### src/rtl/rv32i_opcodes_pkg.sv
// Shared encodings for the writeback stage: result-source select, load
// function codes and the writeback FSM states.
package rv32i_opcodes;

  typedef enum logic [1:0] {
    FROM_ALU       = 2'd0,
    FROM_MEM       = 2'd1,
    FROM_PC_PLUS_4 = 2'd2
  } regfile_load_t;

  typedef enum logic [2:0] {
    LB  = 3'b000,
    LH  = 3'b001,
    LW  = 3'b010,
    LD  = 3'b011,
    LBU = 3'b100,
    LHU = 3'b101,
    LWU = 3'b110
  } load_funct_t;

  typedef enum logic {
    WB_IDLE     = 1'b0,
    WB_WAIT_MEM = 1'b1
  } wb_state_t;

endpackage

### src/rtl/rv_load_align.sv
// Combinational load extractor: picks the addressed byte/half/word/dword out
// of an aligned memory word, moves it to bit 0 and sign- or zero-extends it.
module rv_load_align
  import rv32i_opcodes::*;
#(
  parameter int WIDTH = 32
) (
  input  logic [WIDTH-1:0]               raw,
  input  logic [2:0]                     funct3,
  input  logic [$clog2(WIDTH/8)-1:0]     offset,
  output logic [WIDTH-1:0]               data
);

  localparam int OFF_W = $clog2(WIDTH/8);

  logic [OFF_W-1:0] off_h;
  logic [OFF_W-1:0] off_w;
  logic [WIDTH-1:0] sh_b;
  logic [WIDTH-1:0] sh_h;
  logic [WIDTH-1:0] sh_w;

  // Misaligned offsets never reach here, so the low bits are simply dropped.
  assign off_h = offset & ~OFF_W'(1);
  assign off_w = offset & ~OFF_W'(3);
  assign sh_b  = raw >> {offset, 3'b000};
  assign sh_h  = raw >> {off_h, 3'b000};
  assign sh_w  = raw >> {off_w, 3'b000};

  always_comb begin
    data = '0;
    case (funct3)
      LB:  data = WIDTH'($signed(sh_b[7:0]));
      LH:  data = WIDTH'($signed(sh_h[15:0]));
      LW:  data = WIDTH'($signed(sh_w[31:0]));
      LBU: data = WIDTH'(sh_b[7:0]);
      LHU: data = WIDTH'(sh_h[15:0]);
      LD:  if (WIDTH == 64) data = raw;
      LWU: if (WIDTH == 64) data = WIDTH'(sh_w[31:0]);
      default: data = '0;
    endcase
  end

endmodule

### src/rtl/regfile_writeback_stage.sv
// Writeback stage: registers ALU / PC+4 results straight through and parks in
// WAIT_MEM for load responses, counting stall cycles and flagging stray responses.
module regfile_writeback_stage
  import rv32i_opcodes::*;
#(
  parameter int WIDTH       = 32,
  parameter int RADDR_W     = 5,
  parameter int STALL_CNT_W = 16
) (
  input  logic                        clk,
  input  logic                        rst_n,
  input  logic                        in_valid,
  output logic                        in_ready,
  input  logic [RADDR_W-1:0]          in_rd,
  input  regfile_load_t               in_src,
  input  logic [2:0]                  in_funct3,
  input  logic [$clog2(WIDTH/8)-1:0]  in_addr_lo,
  input  logic [WIDTH-1:0]            alu_out,
  input  logic [WIDTH-1:0]            pc_plus4,
  input  logic                        mem_rsp_valid,
  input  logic [WIDTH-1:0]            mem_rsp_data,
  output logic                        rf_wr_en,
  output logic [RADDR_W-1:0]          rf_wr_addr,
  output logic [WIDTH-1:0]            rf_wr_data,
  output logic [STALL_CNT_W-1:0]      stall_cnt,
  input  logic                        stall_clr,
  output logic                        rsp_err
);

  localparam int OFF_W = $clog2(WIDTH/8);
  localparam logic [STALL_CNT_W-1:0] CNT_MAX = '1;

  wb_state_t                state_q, state_d;
  logic                     rf_wr_en_q, rf_wr_en_d;
  logic [RADDR_W-1:0]       rf_wr_addr_q, rf_wr_addr_d;
  logic [WIDTH-1:0]         rf_wr_data_q, rf_wr_data_d;
  logic [STALL_CNT_W-1:0]   stall_cnt_q, stall_cnt_d;
  logic                     rsp_err_q, rsp_err_d;
  logic [RADDR_W-1:0]       pend_rd_q, pend_rd_d;
  logic [2:0]               pend_f3_q, pend_f3_d;
  logic [OFF_W-1:0]         pend_off_q, pend_off_d;
  logic [WIDTH-1:0]         load_data;

  rv_load_align #(.WIDTH(WIDTH)) u_align (
    .raw    (mem_rsp_data),
    .funct3 (pend_f3_q),
    .offset (pend_off_q),
    .data   (load_data)
  );

  always_comb begin
    state_d      = state_q;
    rf_wr_en_d   = 1'b0;
    rf_wr_addr_d = rf_wr_addr_q;
    rf_wr_data_d = rf_wr_data_q;
    stall_cnt_d  = stall_cnt_q;
    rsp_err_d    = rsp_err_q;
    pend_rd_d    = pend_rd_q;
    pend_f3_d    = pend_f3_q;
    pend_off_d   = pend_off_q;
    case (state_q)
      WB_IDLE: begin
        if (mem_rsp_valid) rsp_err_d = 1'b1;
        if (in_valid) begin
          case (in_src)
            FROM_ALU: begin
              rf_wr_en_d   = (in_rd != '0);
              rf_wr_addr_d = in_rd;
              rf_wr_data_d = alu_out;
            end
            FROM_PC_PLUS_4: begin
              rf_wr_en_d   = (in_rd != '0);
              rf_wr_addr_d = in_rd;
              rf_wr_data_d = pc_plus4;
            end
            FROM_MEM: begin
              pend_rd_d  = in_rd;
              pend_f3_d  = in_funct3;
              pend_off_d = in_addr_lo;
              state_d    = WB_WAIT_MEM;
            end
            default: ;
          endcase
        end
      end
      WB_WAIT_MEM: begin
        if (stall_cnt_q != CNT_MAX) stall_cnt_d = stall_cnt_q + 1'b1;
        if (mem_rsp_valid) begin
          rf_wr_en_d   = (pend_rd_q != '0);
          rf_wr_addr_d = pend_rd_q;
          rf_wr_data_d = load_data;
          state_d      = WB_IDLE;
        end
      end
      default: state_d = WB_IDLE;
    endcase
    if (stall_clr) stall_cnt_d = '0;
  end

  always_ff @(posedge clk or negedge rst_n) begin
    if (!rst_n) begin
      state_q      <= WB_IDLE;
      rf_wr_en_q   <= 1'b0;
      rf_wr_addr_q <= '0;
      rf_wr_data_q <= '0;
      stall_cnt_q  <= '0;
      rsp_err_q    <= 1'b0;
    end else begin
      state_q      <= state_d;
      rf_wr_en_q   <= rf_wr_en_d;
      rf_wr_addr_q <= rf_wr_addr_d;
      rf_wr_data_q <= rf_wr_data_d;
      stall_cnt_q  <= stall_cnt_d;
      rsp_err_q    <= rsp_err_d;
    end
  end

  // Pending-load fields are only meaningful while WAIT_MEM, so they carry no reset.
  always_ff @(posedge clk) begin
    pend_rd_q  <= pend_rd_d;
    pend_f3_q  <= pend_f3_d;
    pend_off_q <= pend_off_d;
  end

  assign in_ready   = (state_q == WB_IDLE);
  assign rf_wr_en   = rf_wr_en_q;
  assign rf_wr_addr = rf_wr_addr_q;
  assign rf_wr_data = rf_wr_data_q;
  assign stall_cnt  = stall_cnt_q;
  assign rsp_err    = rsp_err_q;

endmodule

### config.mk
export PLATFORM = sky130hd
export DESIGN_NAME = regfile_writeback_stage
export DESIGN_NICKNAME = d
export VERILOG_FILES = /design/src/rtl/rv32i_opcodes_pkg.sv /design/src/rtl/rv_load_align.sv /design/src/rtl/regfile_writeback_stage.sv
export SDC_FILE = /design/constraint.sdc
export NUM_CORES = 1
export LEC_CHECK = 0
export ABC_AREA = 1
export CORE_UTILIZATION = 35
export CTS_CLUSTER_SIZE = 30
export DETAILED_ROUTE_END_ITERATION = 8
export PLACE_DENSITY = 0.67
export REMOVE_ABC_BUFFERS = 1
export SYNTH_ARGS = -nofsm -noshare
export SYNTH_HDL_FRONTEND = slang
export SYNTH_SLANG_ARGS = --single-unit
export TNS_END_PERCENT = 50
### constraint.sdc
create_clock -name clk -period 2.7 [get_ports clk]
set_input_delay 0.27 -clock clk [delete_from_list [all_inputs] [get_ports clk]]
set_output_delay 0.27 -clock clk [all_outputs]
set_load 0.005 [all_outputs]
==> out/metrics.csv <==
metric,value,unit
antenna_found_initial,0,
post-route-util,54.4,%
yosysSeqAreaShare,40.1,%
hold_viol_final,0,
cts_sinks,66,
finalCriticalPeriod,1.95,ns
cp.depth,3,
dr.pass1.iters,6,
synthFlopType,dfrtp_1,
clkLatencyLatePin,0.33,ns
violations,design-rule violations,
reg2reg_slack,0.78,ns
synthesis.area,0.00424,mm^2
vias_per_cell,5.01,
max_freq,514,MHz
routed_wl,14.0,mm
postCtsHoldBufs,0,
final-max-slew-violation-count,0,
rows,39,
p_leak,2.71,nW
grt_pass1_vias,4624,
final_area,0.00632,mm^2
syn_inst,641,
fin_skew,0.0104,ns
cp_max_fo,14,
synth-seq-cells,66,
synth_edf_count,10,
layout-drive-gt1-share,5.99,%
status,"finished, violations left",
grt_start_max_net_pins,57,
cp.required,2.43,ns
hold_path_class,in -> async,
die_area,0.0126,mm^2
ctsResizeCount,0,
core,0.0116,mm^2
rr_endpoint,stall_cnt[3],
slew_headroom,52.4,%
grt_use_total,22.7,%
cellPowerDensity,528,mW/mm^2
regArea,0.00170,mm^2
vias,4731,
layout_common_cells,"206 x nand2_1, 167 x clkdlybuf4s50_1, 145 x nor2_1",
start_util,36.5,%
cp_slowest_cell,clkdlybuf4s50_1,
io_buffers,168,
cts_made_buffers,9,
fillerInstances,1105,
worstSetupEndpointType,output port,
stdcell_count,945,
place_area,0.00601,mm^2
cts.htree.levels,3,
maxCapViolCount,0,
ios,169,
post_synth.cell_area_avg,6.62,um^2
synth.distinct_cells,35,
yosysWarningCount,0,
tritoncts,built,
crit_type,reg -> out,
tightest_slew,0.714,ns
period_share,72.1,%
critical_path_arrival,1.68,ns
r2r_start,stall_cnt[0],
clk_pin_slew,0.06,ns
cpPeakStageDelay,0.52,ns
ys_top_cells_by_area,"dfrtp_1 33%, nand2_1 18%, nor2_1 13%",
layout_commonest_cell,nand2_1,
wl_per_cell,14.8,um
rsz0062_at_grt,false,
finalSetupViolations,0,
syn_to_final_growth,48.8,%
reg2reg_depth,10,
fin_nets,911,
ant_nets,0,
diodes,0,
drt-initial-drc-count,270,
drc,9,
worst_setup_path_start_kind,flop,
root_buffer,clkbuf_16,
die_w,112,um
overflow,0,
crit_chain,inv_2 -> buf_4 -> clkdlybuf4s50_1,
grt_first_pass_wirelength,22.7,mm
place_inst,929,
ir_worst_vdd,0.000332,V
fin_setup_tns,0,ns
synthArstFlopShare,84.8,%
synth_top_cell_by_area,dfrtp_1,
holdWs,0.0698,ns
dp_hpwl,10.4,mm
cts.path.max_buffers,2,
place.gp.congestion,0.889,
post_cts_buffers,0,
multiInputGateArea,0.00227,mm^2
timing.critical_path.buf_inv,3,
cp_top_family,buffers and inverters,
dieHeight,112,um
yosysTopAreaCellShare,33.0,%
==> power breakdown <==
| group | switching [W] | internal [W] | total (W) | leakage (nW) |
|---|---|---|---|---|
| combinational | 0.000380 | 0.000517 | 0.000897 | 1.81 |
| clock | 0.000463 | 0.000722 | 0.00119 | 0.146 |
| sequential | 0.0000989 | 0.00116 | 0.00126 | 0.758 |
| total | 0.000942 | 0.00240 | 0.00334 | 2.71 |
==> cells in the mapped netlist, types with 2 or more instances <==
| master | number |
|---|---|
| a21oi_1 | 25 |
| a31oi_1 | 12 |
| and2_1 | 2 |
| buf_2 | 15 |
| buf_4 | 4 |
| buf_6 | 3 |
| clkbuf_1 | 11 |
| dfrtp_1 | 56 |
| edfxtp_1 | 10 |
| inv_1 | 20 |
| inv_2 | 3 |
| nand2_1 | 207 |
| nand2_2 | 2 |
| nand3_1 | 46 |
| nand4_1 | 5 |
| nor2_1 | 145 |
| nor2_2 | 3 |
| nor3_1 | 4 |
| nor3_2 | 3 |
| nor3b_1 | 2 |
| o21ai_0 | 38 |
| o21ai_1 | 4 |
| o21bai_1 | 2 |
| o22ai_1 | 2 |
| or2_2 | 3 |
| xor2_1 | 5 |
==> worst register-to-register path, stage by stage, from the launching register on <==
cell	delay [ns]
dfrtp_1	0.41
ha_1	0.26
nand3_1	0.13
inv_1	0.07
nand2_1	0.07
nor2_1	0.10
nand2_1	0.06
nand2_2	0.35
inv_1	0.18
nand2_1	0.11
nand2_1	0.05
==> cells by family after synthesis <==
group	count (synthesis)	synth area share [%]
simple gates	425	41.2
compound gates	85	10.7
flops	66	40.1
buf+inv	58	6.52
xor+xnor	6	1.24
fa+ha+maj	1	0.295
==> through the flow <==
stage / worst slack (ns) / total power, W
3_5_place_dp: 0.584 / 0.00217
3_3_place_gp: 0.722 / 0.00215
5_1_grt: 0.524 / 0.00351
2_1_floorplan: -0.274 / 0.00157
6_report: 0.754 / 0.00334
4_1_cts: 0.756 / 0.00337
==> worst max path at each step <==
stage | slack, ns | end | startpoint
after floorplan | -0.27 | rf_wr_data[10] | state_q
after global placement | 0.72 | rf_wr_data[7] | in_src[0]
after detailed placement | 0.58 | rf_wr_data[22] | in_src[0]
after CTS | 0.76 | in_ready | state_q
after global routing | 0.52 | stall_cnt[9] | stall_cnt[0]
final | 0.75 | in_ready | state_q
==> layout make-up <==
class | count | share of cell area, %
multi-input combinational | 517 | 35.9
clock buffer | 9 | 3.57
timing repair buffer | 179 | 28.1
tap | 143 | 2.83
inverter | 24 | 1.47
sequential | 66 | 26.9
clock inverter | 7 | 1.23
==> sequential cells by signal, indices dropped and copies added, names as in the netlist <==
signal / flops
pend_rd_q: 5
stall_cnt: 16
rf_wr_addr: 5
rf_wr_en: 1
pend_off_q: 2
pend_f3_q: 3
rsp_err: 1
rf_wr_data: 32
state_q: 1
==> layer usage <==
| metal | share of wire (%) | global-route usage [%] | wire length (um) |
|---|---|---|---|
| met1 | 44 | 28.6 | 6130 |
| met2 | 48 | 38.1 | 6670 |
| met3 | 5.7 | 3.40 | 796 |
| met4 | 2.6 | 10.8 | 368 |
| met5 | 0 | 0 | 0 |
No activity file was read; power rests on OpenSTA's default activity.
